[config.mk]
export PLATFORM = sky130hd
export DESIGN_NAME = dmem_responder
export DESIGN_NICKNAME = d
export VERILOG_FILES = /design/src/rtl/dmem_responder.sv
export SDC_FILE = /design/constraint.sdc
export NUM_CORES = 2
export LEC_CHECK = 0
export ABC_AREA = 1
export CAP_MARGIN = 20
export CORE_AREA = 10 10 324 638
export CTS_BUF_LIST = sky130_fd_sc_hd__clkbuf_4 sky130_fd_sc_hd__clkbuf_8
export DETAILED_ROUTE_END_ITERATION = 7
export DIE_AREA = 0 0 334 648
export PLACE_DENSITY = 0.74
export SLEW_MARGIN = 30
export SYNTH_ARGS = -nofsm -noshare
export SYNTH_HDL_FRONTEND = slang
export SYNTH_SLANG_ARGS = --single-unit
[constraint.sdc]
create_clock -name clk -period 3.9 [get_ports clk]
set_input_delay 0.78 -clock clk [delete_from_list [all_inputs] [get_ports clk]]
set_output_delay 0.78 -clock clk [all_outputs]
set_load 0.005 [all_outputs]
[src/rtl/dmem_responder.sv]
// Data-memory slave for the MIPS core: word RAM, status/cycle-counter registers,
// and a write-trace FIFO that records every accepted store for the bench to drain.
module dmem_responder #(
   parameter int unsigned RAM_WORDS   = 64,
   parameter int unsigned TRACE_DEPTH = 8,
   parameter logic [31:0] IO_BASE     = 32'hFFFF_FF00
) (
   input  logic                           clk,
   input  logic                           reset,
   input  logic                           memwrite,
   input  logic [31:0]                    dataadr,
   input  logic [31:0]                    writedata,
   output logic [31:0]                    readdata,
   output logic                           done,
   output logic                           pass,
   output logic                           err_misaligned,
   output logic                           trace_valid,
   output logic [31:0]                    trace_addr,
   output logic [31:0]                    trace_data,
   input  logic                           trace_pop,
   output logic [$clog2(TRACE_DEPTH):0]   trace_count,
   output logic                           trace_overflow
);
   localparam int unsigned AW = $clog2(RAM_WORDS);
   localparam int unsigned PW = $clog2(TRACE_DEPTH);
   localparam logic [31:0] RAM_BYTES = 32'(RAM_WORDS * 4);
   localparam logic [31:0] CYC_ADDR  = IO_BASE + 32'd4;
   localparam logic [PW:0] FULL_CNT  = (PW + 1)'(TRACE_DEPTH);

   logic [31:0]   mem_q     [RAM_WORDS];
   logic [31:0]   tr_addr_q [TRACE_DEPTH];
   logic [31:0]   tr_data_q [TRACE_DEPTH];

   logic [PW-1:0] wr_ptr_q, wr_ptr_d, rd_ptr_q, rd_ptr_d;
   logic [PW:0]   cnt_q, cnt_d;
   logic          done_q, done_d, pass_q, pass_d;
   logic          err_q, err_d, ovf_q, ovf_d;
   logic [31:0]   cyc_q, cyc_d;

   logic          ram_hit, status_hit, cycle_hit, store_ok, full, push, pop;
   logic [AW-1:0] word_idx;

   always_comb begin
      ram_hit    = dataadr < RAM_BYTES;
      status_hit = dataadr == IO_BASE;
      cycle_hit  = dataadr == CYC_ADDR;
      word_idx   = dataadr[AW+1:2];
      store_ok   = memwrite && (dataadr[1:0] == 2'b00);
      full       = cnt_q == FULL_CNT;
      pop        = trace_pop && (cnt_q != '0);
      // A full FIFO still accepts a push when the head leaves on the same edge.
      push       = store_ok && (!full || pop);
   end

   always_comb begin
      readdata = 32'h0;
      if (ram_hit)         readdata = mem_q[word_idx];
      else if (status_hit) readdata = {30'b0, pass_q, done_q};
      else if (cycle_hit)  readdata = cyc_q;
   end

   always_comb begin
      wr_ptr_d = wr_ptr_q;
      rd_ptr_d = rd_ptr_q;
      cnt_d    = cnt_q;
      done_d   = done_q;
      pass_d   = pass_q;
      err_d    = err_q;
      ovf_d    = ovf_q;
      cyc_d    = cyc_q;

      if (memwrite && (dataadr[1:0] != 2'b00)) err_d = 1'b1;
      if (store_ok && status_hit && !done_q) begin
         done_d = 1'b1;
         pass_d = writedata == 32'h1;
      end
      if (store_ok && !push) ovf_d = 1'b1;
      if (!done_q && (cyc_q != 32'hFFFF_FFFF)) cyc_d = cyc_q + 32'd1;

      if (push) wr_ptr_d = wr_ptr_q + 1'b1;
      if (pop)  rd_ptr_d = rd_ptr_q + 1'b1;
      if (push && !pop)      cnt_d = cnt_q + 1'b1;
      else if (pop && !push) cnt_d = cnt_q - 1'b1;
   end

   always_ff @(posedge clk or posedge reset) begin
      if (reset) begin
         wr_ptr_q <= '0;
         rd_ptr_q <= '0;
         cnt_q    <= '0;
         done_q   <= 1'b0;
         pass_q   <= 1'b0;
         err_q    <= 1'b0;
         ovf_q    <= 1'b0;
         cyc_q    <= '0;
      end else begin
         wr_ptr_q <= wr_ptr_d;
         rd_ptr_q <= rd_ptr_d;
         cnt_q    <= cnt_d;
         done_q   <= done_d;
         pass_q   <= pass_d;
         err_q    <= err_d;
         ovf_q    <= ovf_d;
         cyc_q    <= cyc_d;
      end
   end

   // Storage arrays carry no reset; only pointers and flags define their validity.
   always_ff @(posedge clk) begin
      if (store_ok && ram_hit) mem_q[word_idx] <= writedata;
      if (push) begin
         tr_addr_q[wr_ptr_q] <= dataadr;
         tr_data_q[wr_ptr_q] <= writedata;
      end
   end

   assign done           = done_q;
   assign pass           = pass_q;
   assign err_misaligned = err_q;
   assign trace_overflow = ovf_q;
   assign trace_count    = cnt_q;
   assign trace_valid    = cnt_q != '0;
   assign trace_addr     = tr_addr_q[rd_ptr_q];
   assign trace_data     = tr_data_q[rd_ptr_q];
endmodule

* Word-level counts from Yosys, hierarchy flattened
Memory sizes are Yosys's and may differ from the RTL's.
Cells that the tools add are included.
** Word-level totals
- Memory bits (writable) :: 2560
- Input port bits :: 68
- Memories kept :: 3
- Word-level logic and storage cells :: 51
- Output and inout bits :: 105
- Register bits after elaboration :: 46
** Memories
- mem_q :: depth 64, bits a word 32, read ports 1, clocked after Yosys merged registers in 0, write ports 1, RTL line 30 : logic [31:0] mem_q [RAM_WORDS];
- tr_addr_q :: depth 8, bits a word 32, read ports 1, clocked after Yosys merged registers in 0, write ports 1, RTL line 31 : logic [31:0] tr_addr_q [TRACE_DEPTH];
- tr_data_q :: depth 8, bits a word 32, read ports 1, clocked after Yosys merged registers in 0, write ports 1, RTL line 32 : logic [31:0] tr_data_q [TRACE_DEPTH];
** Operators by class
- Reductions and logical operators :: 20
- Add/sub/neg operators :: 5
- Order comparisons :: 1
- Multiplexer cells :: 9
- Equal/unequal tests :: 5
** Operator list (count)
- 32-bit two-way mux :: 3
- 32-bit equality test (second input constant) :: 2
- 32-bit by 1-bit adder with 32-bit output (second input constant) :: 1
- 32-bit by 1-bit equality test with 1-bit output (second input constant) :: 1
- 32-bit by 9-bit < comparator with 1-bit output (second input constant) :: 1
- 32-bit != test (second input constant) :: 1
- 1-bit logical AND :: 11
- 4-bit two-way mux :: 2
- 3-bit by 1-bit adder with 3-bit output (second input constant) :: 2
- 4-bit by 1-bit adder with 4-bit output (second input constant) :: 1
- 4-bit equality test (second input constant) :: 1
- 1-bit zero test :: 4
- 1-bit two-way mux :: 4
- 2-bit nonzero test :: 2
- 4-bit nonzero test :: 1
- 4-bit by 1-bit subtractor with 4-bit output (second input constant) :: 1
- 2-bit zero test :: 1
- 1-bit logical OR :: 1

* Depth between registers and ports, before layout
- Depth in word-level cells :: 8
- Mapped depth :: 15
- Gate-level depth less buffers :: 14

* Worst setup path after synthesis
OpenSTA, ideal clock, no wires.
- Path kind :: input to register
- Start point :: input port dataadr[1]
- End point :: memory tr_addr_q[0][0], enable pin
- Data required time :: 3.414 ns
- Setup time :: 0.486 ns
- Cell stages on the path :: 6
- Slack :: -1.028 ns
- Arrival time :: 4.442 ns
- Cell sequence :: nor2_1 > inv_1 > nor2_1 > nand2_1 > or2_2 > nor2_1
** Between the ends
- Cells in the longest elaborated chain, start to end :: 5
** Ends and longest elaborated chain
- from (decl) :: RTL line 11 : input logic [31:0] dataadr,
- 2-bit zero test :: RTL line 48 : store_ok = memwrite && (dataadr[1:0] == 2'b00);
- 1-bit logical AND :: RTL line 48
- 1-bit logical AND :: RTL line 52 : push = store_ok && (!full || pop);
- 1-bit two-way mux :: RTL line 111 : if (push) begin
- 1-bit two-way mux (implied by the code) :: RTL line 112 : tr_addr_q[wr_ptr_q] <= dataadr;
- to (decl) :: RTL line 31
Every way passes these cells.

* Final worst setup path
- Start point :: input port dataadr[2]
- End point :: output port readdata[11]
** Between the ends
- Cells in the longest elaborated chain, start to end :: 4
- Elaborated cells on any way between the ends :: 7
- Classes of those cells :: order compare (1); eq/ne (2); mux (3); memory (1)
** Ends and longest elaborated chain
- branches (longest 3 deep; another with 32-bit by 9-bit < comparator with 1-bit output)
- 32-bit two-way mux * :: RTL line 57 : if (ram_hit) readdata = mem_q[word_idx];
- to (decl) :: RTL line 13 : output logic [31:0] readdata,
Mark *: on every way between the ends.

==> flow_metrics.py <==
metrics = {
    "outcome": {
        "outcome": "complete, but fails checks",
        "failed_checks": "negative setup slack",
    },
    "clock_network": {
        "cts_buffer_depth": 4,
        "clk_pin_slew_ps": 70,
        "cts_tree": "built",
        "cts_hold_buffers": 0,
        "clock_latency_ps": 980,
        "cts_root_buf": "clkbuf_8",
        "cts-htree-levels": 5,
        "cts_buffers": 337,
        "cts_sinks": 2606,
    },
    "route": {
        "vias": 79450,
        "drc_errors": 0,
        "routed_wl_mm": 360.1,
        "antenna_left": 0,
        "drt_iter0_drc": 9990,
        "dr.pass1.iters": 8,
        "wl_per_cell_um": 27.12,
        "avgViaCountPerCell": 5.982,
    },
    "sta": {
        "hold_ws_ps": 195.7,
        "slew-limit-headroom_pct": 31.14,
        "period_needed_ps": 4098,
        "tightest_slew_ps": 1033,
        "rsz0062_at_grt": "yes",
        "slew_viol_final": 0,
        "finalSetupViolCount": 9,
        "finalSetupTns_ps": -404.5,
        "period_share_pct": 105.1,
        "fin_worst_skew_ps": 50.27,
        "setup_ws_ps": -198.1,
        "fmax_ghz": 0.2440,
        "hold_viol": 0,
    },
    "yosys": {
        "ys_ff_latch": 2606,
        "yosysSeqAreaShare_pct": 72.68,
        "syn-instance-count": 9568,
        "syn_nets": 9643,
        "synthTopCellsByArea": "edfxtp_1, nand2_1, nand3_1, nor2_1, inv_1",
        "synth_top_area_share_pct": 71.61,
        "syn_area_per_cell_um2": 11.22,
        "synth_cell_types": 34,
        "netlist_area_um2": 107400,
        "yosys.area.top_type": "edfxtp_1",
        "ys_warn_count": 0,
    },
    "global_route": {
        "busiest_layer": "met2",
        "grt.met2_usage_pct": 55.62,
        "use_met1_pct": 33.49,
        "grt_pass1_vias": 79130,
        "grt_start_max_net_pins": 73,
        "use_met3_pct": 5.971,
        "grt_pass1_wl_mm": 515.9,
        "overflow": 0,
        "antenna_found_initial": 15,
        "grt_usage_pct": 32.62,
    },
    "worst_setup_path": {
        "critPathArrivalTime_ps": 3320,
        "end_kind": "output port",
        "worstPathRequired_ps": 3120,
        "crit_chain": "buf_16 > buf_4 > buf_16 > buf_4 > nor2_1 > nor2_1 > nand2_1 > nand3_1 > nand3_1 > nand2_1 > nand2_2 > nand3_4 > nand2_4 > inv_1 > clkdlybuf4s50_1",
        "crit_buf_inv": 6,
        "critPathTopFamily": "buffers and inverters",
        "cp_slowest_cell": "clkdlybuf4s50_1",
        "worstReg2RegStart": "cyc_q[0]",
        "max_stage_delay_ps": 490,
        "critPathMaxFanout": 34,
        "critPathLaunch": "dataadr[2]",
        "criticalPathCategory": "in -> out",
        "start_kind": "primary input",
    },
    "pwr": {
        "powerDensity_nw_per_um2": 478.7,
        "leakage_nw": 50.11,
        "max-vdd-ir-drop_mv": 0.4460,
        "power_mw": 62.18,
    },
    "finish": {
        "fin_util_pct": 66.18,
        "stdcell_count": 13280,
        "final_nets": 10530,
        "mostFrequentLayoutCells": "edfxtp_1, nand2_1, nand3_1, inv_1, nor2_1",
        "final_common_cell": "edfxtp_1",
        "layout-drive-gt1-share_pct": 17.28,
        "area_growth_pct": 21.00,
    },
    "placed_design": {
        "dp_hpwl_mm": 229.8,
        "gp_congestion": 0.9688,
        "portBuffers": 172,
        "dp.cells": 12590,
    },
    "worst_hold_path": {
        "min_from": "dataadr[17]",
        "hp-class": "in -> reg",
    },
    "floorplanning": {
        "die_w_um": 334,
        "fp.dieH_um": 648,
        "die_area_um2": 216400,
        "fp.coreArea_um2": 196300,
        "start_util_pct": 54.70,
        "num_io_pins": 173,
        "num_rows": 230,
    },
    "flow_run": {
        "cap_violations": 0,
    },
}
==> cells in the mapped netlist (all sizes together) <==
cell type	count
xnor2	4
clkbuf	227
inv	931
o211ai	1
nor2b	1
nor4b	1
o22ai	64
dfrtp	46
a31oi	64
o21ai	338
ha	6
fa	1
nand4	88
nand2	2624
buf	277
xor2	26
nor3	23
nand3	1074
a21o	1
clkinv	1
nand3b	2
o21bai	2
nor2	983
edfxtp	2560
nor4	7
a21oi	214
or2	2
==> logic make-up (layout without fill, tap and decap cells) <==
kind of cell,Yosys count,after routing,share of synthesized area [%]
simple gates,4805,4805,18.34
flops,2606,2606,72.68
buf+inv,1436,2579,5.297
compound gates,684,684,3.351
xor+xnor,30,30,0.2448
fa+ha+maj,7,7,0.08858
other cells,0,18,0
==> where the power goes <==
group	total (mW)	switching [mW]	internal (mW)
sequential	31.1	0.125	31.0
clock	20.3	10.1	10.2
combinational	10.8	6.78	3.97
==> sequential cells by signal, indices dropped and copies added, names as in the netlist, 3 cells and up <==
signal,flops
trace_count,4
tr_data_q,256
wr_ptr_q,3
cyc_q,32
tr_addr_q,256
mem_q,2048
rd_ptr_q,3
==> path summary, 6_finish.rpt <==
| check | to | slack, ps | cells past startpoint |
|---|---|---|---|
| worst max register to register | cyc_q[8] | 1220 | 9 |
| min in group asynchronous | cyc_q[13] | 330 | 2 |
| worst min-delay path | tr_addr_q[0][17] | 200 | 2 |
| worst min register to register | trace_count[3] | 530 | 1 |
| max in group asynchronous | cyc_q[7] | 2840 | 3 |
| worst max-delay path | readdata[11] | -200 | 15 |
==> layer usage <==
metal / part of all wire (%) / routed length, µm
met2: 49 / 176600
met4: 11 / 40950
met5: 0.0036 / 13
met3: 9.8 / 35440
met1: 30 / 107200
==> stage by stage <==
step / worst slack, ps / area (µm²)
4_1_cts: -138.6 / 128900
3_5_place_dp: -893.8 / 119600
6_report: -198.1 / 129900
2_1_floorplan: -1028 / 107400
5_1_grt: -185.9 / 129900
3_3_place_gp: -905.0 / 119600
==> layout make-up <==
class | instances | area, µm²
Timing Repair Buffer | 1049 | 12590
Inverter | 932 | 3553
Timing Repair inverter | 2 | 17.52
Antenna cell | 18 | 45.04
Sequential cell | 2606 | 78030
Tap cell | 2552 | 3193
Fill cell | 13570 | 66370
Clock buffer | 422 | 5326
Multi-Input combinational cell | 5526 | 25840
Clock inverter | 174 | 1297
==> what timing repair did <==
| item | in CTS | in global routing |
|---|---|---|
| pin swaps | 97 | 70 |
| gates resized for setup | 520 | 197 |
| gates cloned | 26 | 5 |
| endpoints found under the setup margin | 96 | 45 |
| setup buffers | 43 | 10 |
No activity file was read; power rests on OpenSTA's default activity.
